$ cat config.mk
export PLATFORM = sky130hd
export DESIGN_NAME = output_port_arbiter
export DESIGN_NICKNAME = d
export VERILOG_FILES = /design/src/rtl/output_port_arbiter.sv
export SDC_FILE = /design/constraint.sdc
export NUM_CORES = 1
export LEC_CHECK = 0
export CAP_MARGIN = 20
export CORE_MARGIN = 2
export CORE_UTILIZATION = 50
export DETAILED_ROUTE_END_ITERATION = 8
export GPL_ROUTABILITY_DRIVEN = 0
export PLACE_DENSITY = 0.75
export SLEW_MARGIN = 20
export SYNTH_ARGS = -nofsm -noshare
export SYNTH_HDL_FRONTEND = slang
export SYNTH_SLANG_ARGS = --single-unit
$ cat constraint.sdc
create_clock -name clk -period 6.9 [get_ports clk]
set_input_delay 0.69 -clock clk [delete_from_list [all_inputs] [get_ports clk]]
set_output_delay 0.69 -clock clk [all_outputs]
set_load 0.01 [all_outputs]
$ cat src/rtl/output_port_arbiter.sv
// Switch allocator for one output port of the router crossbar.
// Picks one of the input ports round-robin, holds that grant from the head
// flit to the tail flit, and only lets a flit cross when the downstream
// buffer has a free slot. It also counts the free downstream slots.
//
// Handshake: input i offers a flit with req[i]. The flit crosses in any
// cycle where flit_valid_out=1. In that cycle grant_ack[i]=1 pops it from
// input i. A granted input may drop req[i] for a while (a bubble). The grant
// is then held and nothing crosses. credit_in is a one-cycle pulse that
// returns one downstream slot.
module output_port_arbiter #(
    parameter int P_NUM_IN       = 5,
    parameter int P_BUFFER_DEPTH = 4,
    parameter int P_CREDIT_WIDTH = 3
) (
    input  logic                      clk,
    input  logic                      reset,
    input  logic [P_NUM_IN-1:0]       req,
    input  logic [P_NUM_IN-1:0]       tail,
    input  logic                      credit_in,
    output logic [P_NUM_IN-1:0]       select,
    output logic                      flit_valid_out,
    output logic [P_NUM_IN-1:0]       grant_ack,
    output logic [P_CREDIT_WIDTH-1:0] credit_count,
    output logic                      credit_err
);

    typedef enum logic {
        IDLE   = 1'b0,
        LOCKED = 1'b1
    } state_t;

    localparam logic [P_CREDIT_WIDTH-1:0] CREDIT_FULL = P_CREDIT_WIDTH'(P_BUFFER_DEPTH);
    localparam logic [P_CREDIT_WIDTH-1:0] CREDIT_ONE  = P_CREDIT_WIDTH'(1);
    localparam logic [2:0]                LAST_PORT   = 3'(P_NUM_IN - 1);

    state_t              state;
    state_t              state_next;
    logic [P_NUM_IN-1:0] select_next;
    logic [2:0]          grant_idx;
    logic [2:0]          grant_idx_next;
    logic [2:0]          rr_ptr;
    logic [2:0]          rr_ptr_next;
    logic                xfer;

    logic [2:0]          win_idx;
    logic                win_found;
    logic [3:0]          scan_sum;
    logic [2:0]          scan_idx;

    // Round-robin scan: the first requester after the last granted port, with wrap-around.
    always_comb begin
        win_idx   = 3'd0;
        win_found = 1'b0;
        scan_sum  = 4'd0;
        scan_idx  = 3'd0;
        for (int k = 1; k <= P_NUM_IN; k++) begin
            scan_sum = {1'b0, rr_ptr} + 4'(k);
            scan_idx = (scan_sum >= 4'(P_NUM_IN)) ? 3'(scan_sum - 4'(P_NUM_IN)) : scan_sum[2:0];
            if (!win_found && req[scan_idx]) begin
                win_found = 1'b1;
                win_idx   = scan_idx;
            end
        end
    end

    // State register: grant state, registered select, granted index and round-robin pointer.
    always_ff @(posedge clk) begin
        if (reset) begin
            state     <= IDLE;
            select    <= '0;
            grant_idx <= 3'd0;
            rr_ptr    <= LAST_PORT;
        end else begin
            state     <= state_next;
            select    <= select_next;
            grant_idx <= grant_idx_next;
            rr_ptr    <= rr_ptr_next;
        end
    end

    // Next state: grant the winner from IDLE, release after the tail flit crosses.
    always_comb begin
        state_next     = state;
        select_next    = select;
        grant_idx_next = grant_idx;
        rr_ptr_next    = rr_ptr;
        case (state)
            IDLE: begin
                if (win_found) begin
                    state_next     = LOCKED;
                    select_next    = P_NUM_IN'(1) << win_idx;
                    grant_idx_next = win_idx;
                end
            end
            LOCKED: begin
                if (xfer && tail[grant_idx]) begin
                    state_next  = IDLE;
                    select_next = '0;
                    rr_ptr_next = grant_idx;
                end
            end
            default: begin
                state_next  = IDLE;
                select_next = '0;
            end
        endcase
    end

    // Outputs: a flit crosses only while locked, with the granted input offering and a credit available.
    always_comb begin
        xfer           = (state == LOCKED) && req[grant_idx] && (credit_count != '0) && !reset;
        flit_valid_out = xfer;
        grant_ack      = select & {P_NUM_IN{xfer}};
    end

    // Credit counter: +1 on credit_in, -1 on a transfer. An overflowing credit_in sets the sticky error.
    always_ff @(posedge clk) begin
        if (reset) begin
            credit_count <= CREDIT_FULL;
            credit_err   <= 1'b0;
        end else if (credit_in && !xfer) begin
            if (credit_count == CREDIT_FULL) begin
                credit_err <= 1'b1;
            end else begin
                credit_count <= credit_count + CREDIT_ONE;
            end
        end else if (!credit_in && xfer) begin
            credit_count <= credit_count - CREDIT_ONE;
        end
    end

endmodule
==> results.cfg <==
[clocking]
clk_pin_slew_ps = 70
cts_root_buffer = clkbuf_8
cts_setup_buffers = 0
cts_tree = done
clkSinkCount = 16
clock_latency_ps = 250
cts_resized = 0
htreeDepth = 1
clock_path_buffers = 2
cts_hold_buf = 0
cts_inserted_buffers = 3

[synthesis]
synth_mux_area_frac = 0.0985
synth_adder_area_share = 0.0884
synth_top_family_by_area = simple AND/OR/NAND/NOR gates
synth-async-reset-ratio = 0
ys.warnings.count = 0
netlist_top_cells_area = dfxtp_1, ha_1, nor2_1
yosysTopAreaCell = dfxtp_1
syn_inst = 245
yosys.area_share.simple = 0.283
synth.avg_cell_area_um2 = 7.62
synth-compound-area-share = 0.278
syn-cell-area_um2 = 1870
synth_cell_types = 59
ys_seq_area_frac = 0.171
synthesis.nets = 270
synth_ff_type = dfxtp_1
ys_ff_latch = 16
synth-xor-area-share = 0.0281
synth_top_area_share = 0.171
synth_edf_count = 0

[cells_and_area]
nets = 295
area_growth_pct = 19.0
utilization = 0.612
multiInputGateArea_um2 = 1450
nFillCells = 327
seq_area_um2 = 320
finalNonFillerCells = 317
diodes = 0
drive_gt1_frac = 0.0818

[hold_path]
hp-class = reg -> reg
hp-start = select[0]
hold-path-cell-count = 2
min_to = select[0]

[detailed_routing]
routed_wl_um = 4600
via_count = 1858
drtPass1Iterations = 4
routedWlPerCell_um = 14.5
drc_errors = 0
drtIter0Drc = 112
viasPerCell = 5.86
ant_nets = 0

[critical_path]
cp.arrival_ps = 4170
crit_chain = inv_2 -> ha_1 -> mux2_2 -> a2111oi_0 -> a31oi_1 -> o31ai_4 -> nor3b_2 -> a32oi_2 -> or2_1 -> o31ai_1
critical_path_required_ps = 7070
critPathSlowestCell = dfxtp_1
r2r_slack_ps = 2900
end_kind = flop
critPathTopFamily = compound AO/OA/AOI/OAI gates
critPathKind = reg -> reg
reg2reg_to = select[1]
critPathLaunchType = flop
crit_path_max_fanout = 26
cpPeakStageDelay_ps = 910
critical_path_buf_inv_count = 1
timing.rr.start = rr_ptr[0]
rr_worst_depth = 10

[timing]
fin_skew_ps = 6.46
setup_violations = 0
slew_viol_final = 0
rsz0062_at_grt = false
tns_ps = 0
max_slew_margin = 0.397
finalCriticalPeriod_ps = 4000
hold_viol = 0
period_share = 0.579
max_freq_mhz = 250
hold_ws_ps = 467
worst_slew_pin_slew_ps = 903

[place]
port_buffers = 27
dpl.hpwl_um = 3540
placedCellCount = 313

[outcome]
status = finished clean

[floorplanning]
dieWidth_um = 65.1
initial_core_util = 0.514
fp.dieArea_um2 = 4240
fp.dieH_um = 65.1
ios = 28
row_count = 22
coreArea_um2 = 3630

[power]
powerDensity_nw_per_um2 = 136
leakagePower_uw = 0.000823
irDropWorstVdd_mv = 0.146

[global_routing]
grt_pass1_vias = 1766
grt_pass1_wl_um = 8060
grt_overflow = 0
grt_start_max_net_pins = 27
antenna_found_initial = 0
grtUsageTotal = 0.237

[flow_run]
maxCapViolCount = 0
==> state kept, by name, summed over array words and instances (netlist names) <==
name          flops
credit_count      3
credit_err        1
grant_idx         3
rr_ptr            3
select            5
state             1
==> final cells by class <==
class,instances,share of cell area
inverter,16,0.0270
tap,48,0.0270
clock buffer,4,0.0248
multi-input combinational,205,0.652
timing repair buffer,28,0.125
sequential,16,0.144
==> through the flow <==
step / worst slack, ps / instance area (um^2) / total power [uW]
floorplan: 3620 / 1870 / 183
global placement: 3070 / 2170 / 221
detailed placement: 2980 / 2170 / 221
CTS: 2960 / 2220 / 304
global route: 2580 / 2220 / 322
finish: 2900 / 2220 / 303
==> per-layer routing <==
metal / wire length (um) / global-route usage / vias up
met5: 0 / 0 / -
met4: 79 / 0.0573 / 0
met3: 243 / 0.0342 / 10
met2: 2020 / 0.370 / 65
met1: 2260 / 0.345 / 840
li1: - / - / 943
==> cells in the mapped netlist (2+ instances only) <==
cell type,count
o211a_1,2
nand2_1,22
xnor2_1,6
and2_1,5
dfxtp_1,16
nor2_1,25
inv_2,2
o21a_1,2
buf_2,3
mux2_2,3
a211o_1,2
nor2b_1,6
o2111a_1,2
o31ai_1,2
inv_1,14
a21oi_1,12
nand2b_1,14
o21ai_0,15
o21ai_1,3
o211ai_1,5
ha_1,10
nand4_1,2
or3_1,4
nor3_1,3
mux2i_1,9
a41oi_1,2
a31oi_1,3
a211oi_1,4
nand4b_1,2
mux4_2,2
nand3b_1,2
a32oi_1,2
a2111oi_0,2
nand3_1,7
clkbuf_1,4
and3_1,2
fa_1,2
==> worst register-to-register path, stage by stage (launching register included) <==
cell and delay (ps):
dfxtp_1 910, inv_2 270, ha_1 630, mux2_2 400
a2111oi_0 430, a31oi_1 150, o31ai_4 180, nor3b_2 320
a32oi_2 190, or2_1 270, o31ai_1 180
==> cell families after synthesis <==
logic type      count (synthesis)
mux                            15
fa+ha+maj                      12
flops                          16
compound gates                 70
buf+inv                        24
xor+xnor                        6
simple gates                  102
==> placed cells by master, fill, tap and decap left out, drive strengths merged, types with 2 or more instances in the layout <==
cell type / netlist / routed
nand2b: 14 / 14
mux2i: 9 / 9
mux4: 2 / 2
o31ai: 4 / 4
or3: 4 / 4
nor3b: 2 / 2
nand4: 2 / 2
nor2: 25 / 25
fa: 2 / 2
o211ai: 5 / 5
nor3: 3 / 3
clkdlybuf4s50: 0 / 27
o2111a: 2 / 2
nand4b: 2 / 2
clkbuf: 4 / 4
mux2: 4 / 4
xnor2: 6 / 6
nand2: 22 / 22
inv: 16 / 16
a31oi: 3 / 3
and2: 6 / 6
a2111oi: 2 / 2
o211a: 2 / 2
nor2b: 6 / 6
dfxtp: 16 / 16
a211oi: 4 / 4
and3: 2 / 2
o21a: 2 / 2
o21ai: 18 / 18
a211o: 2 / 2
nand3: 7 / 7
or2: 2 / 2
a32oi: 3 / 3
a41oi: 3 / 3
nand3b: 2 / 2
ha: 10 / 10
a21oi: 13 / 13
==> worst max-delay path by stage <==
stage,startpoint,end,slack (ps),cells past startpoint
floorplan,rr_ptr[1],select[1],3620,12
global placement,rr_ptr[0],select[1],3070,11
detailed placement,rr_ptr[0],select[1],2980,11
CTS,rr_ptr[0],select[1],2960,10
global route,rr_ptr[0],select[1],2580,11
finish,rr_ptr[0],select[1],2900,10
==> report_power, final <==
part / total (uW) / switching (uW) / leakage (uW) / internal (uW)
sequential: 111 / 10.5 / 0.000131 / 100
clock: 83.0 / 32.4 / 0.0000288 / 50.6
combinational: 109 / 54.3 / 0.000663 / 54.7
No activity file was read; power rests on OpenSTA's default activity.
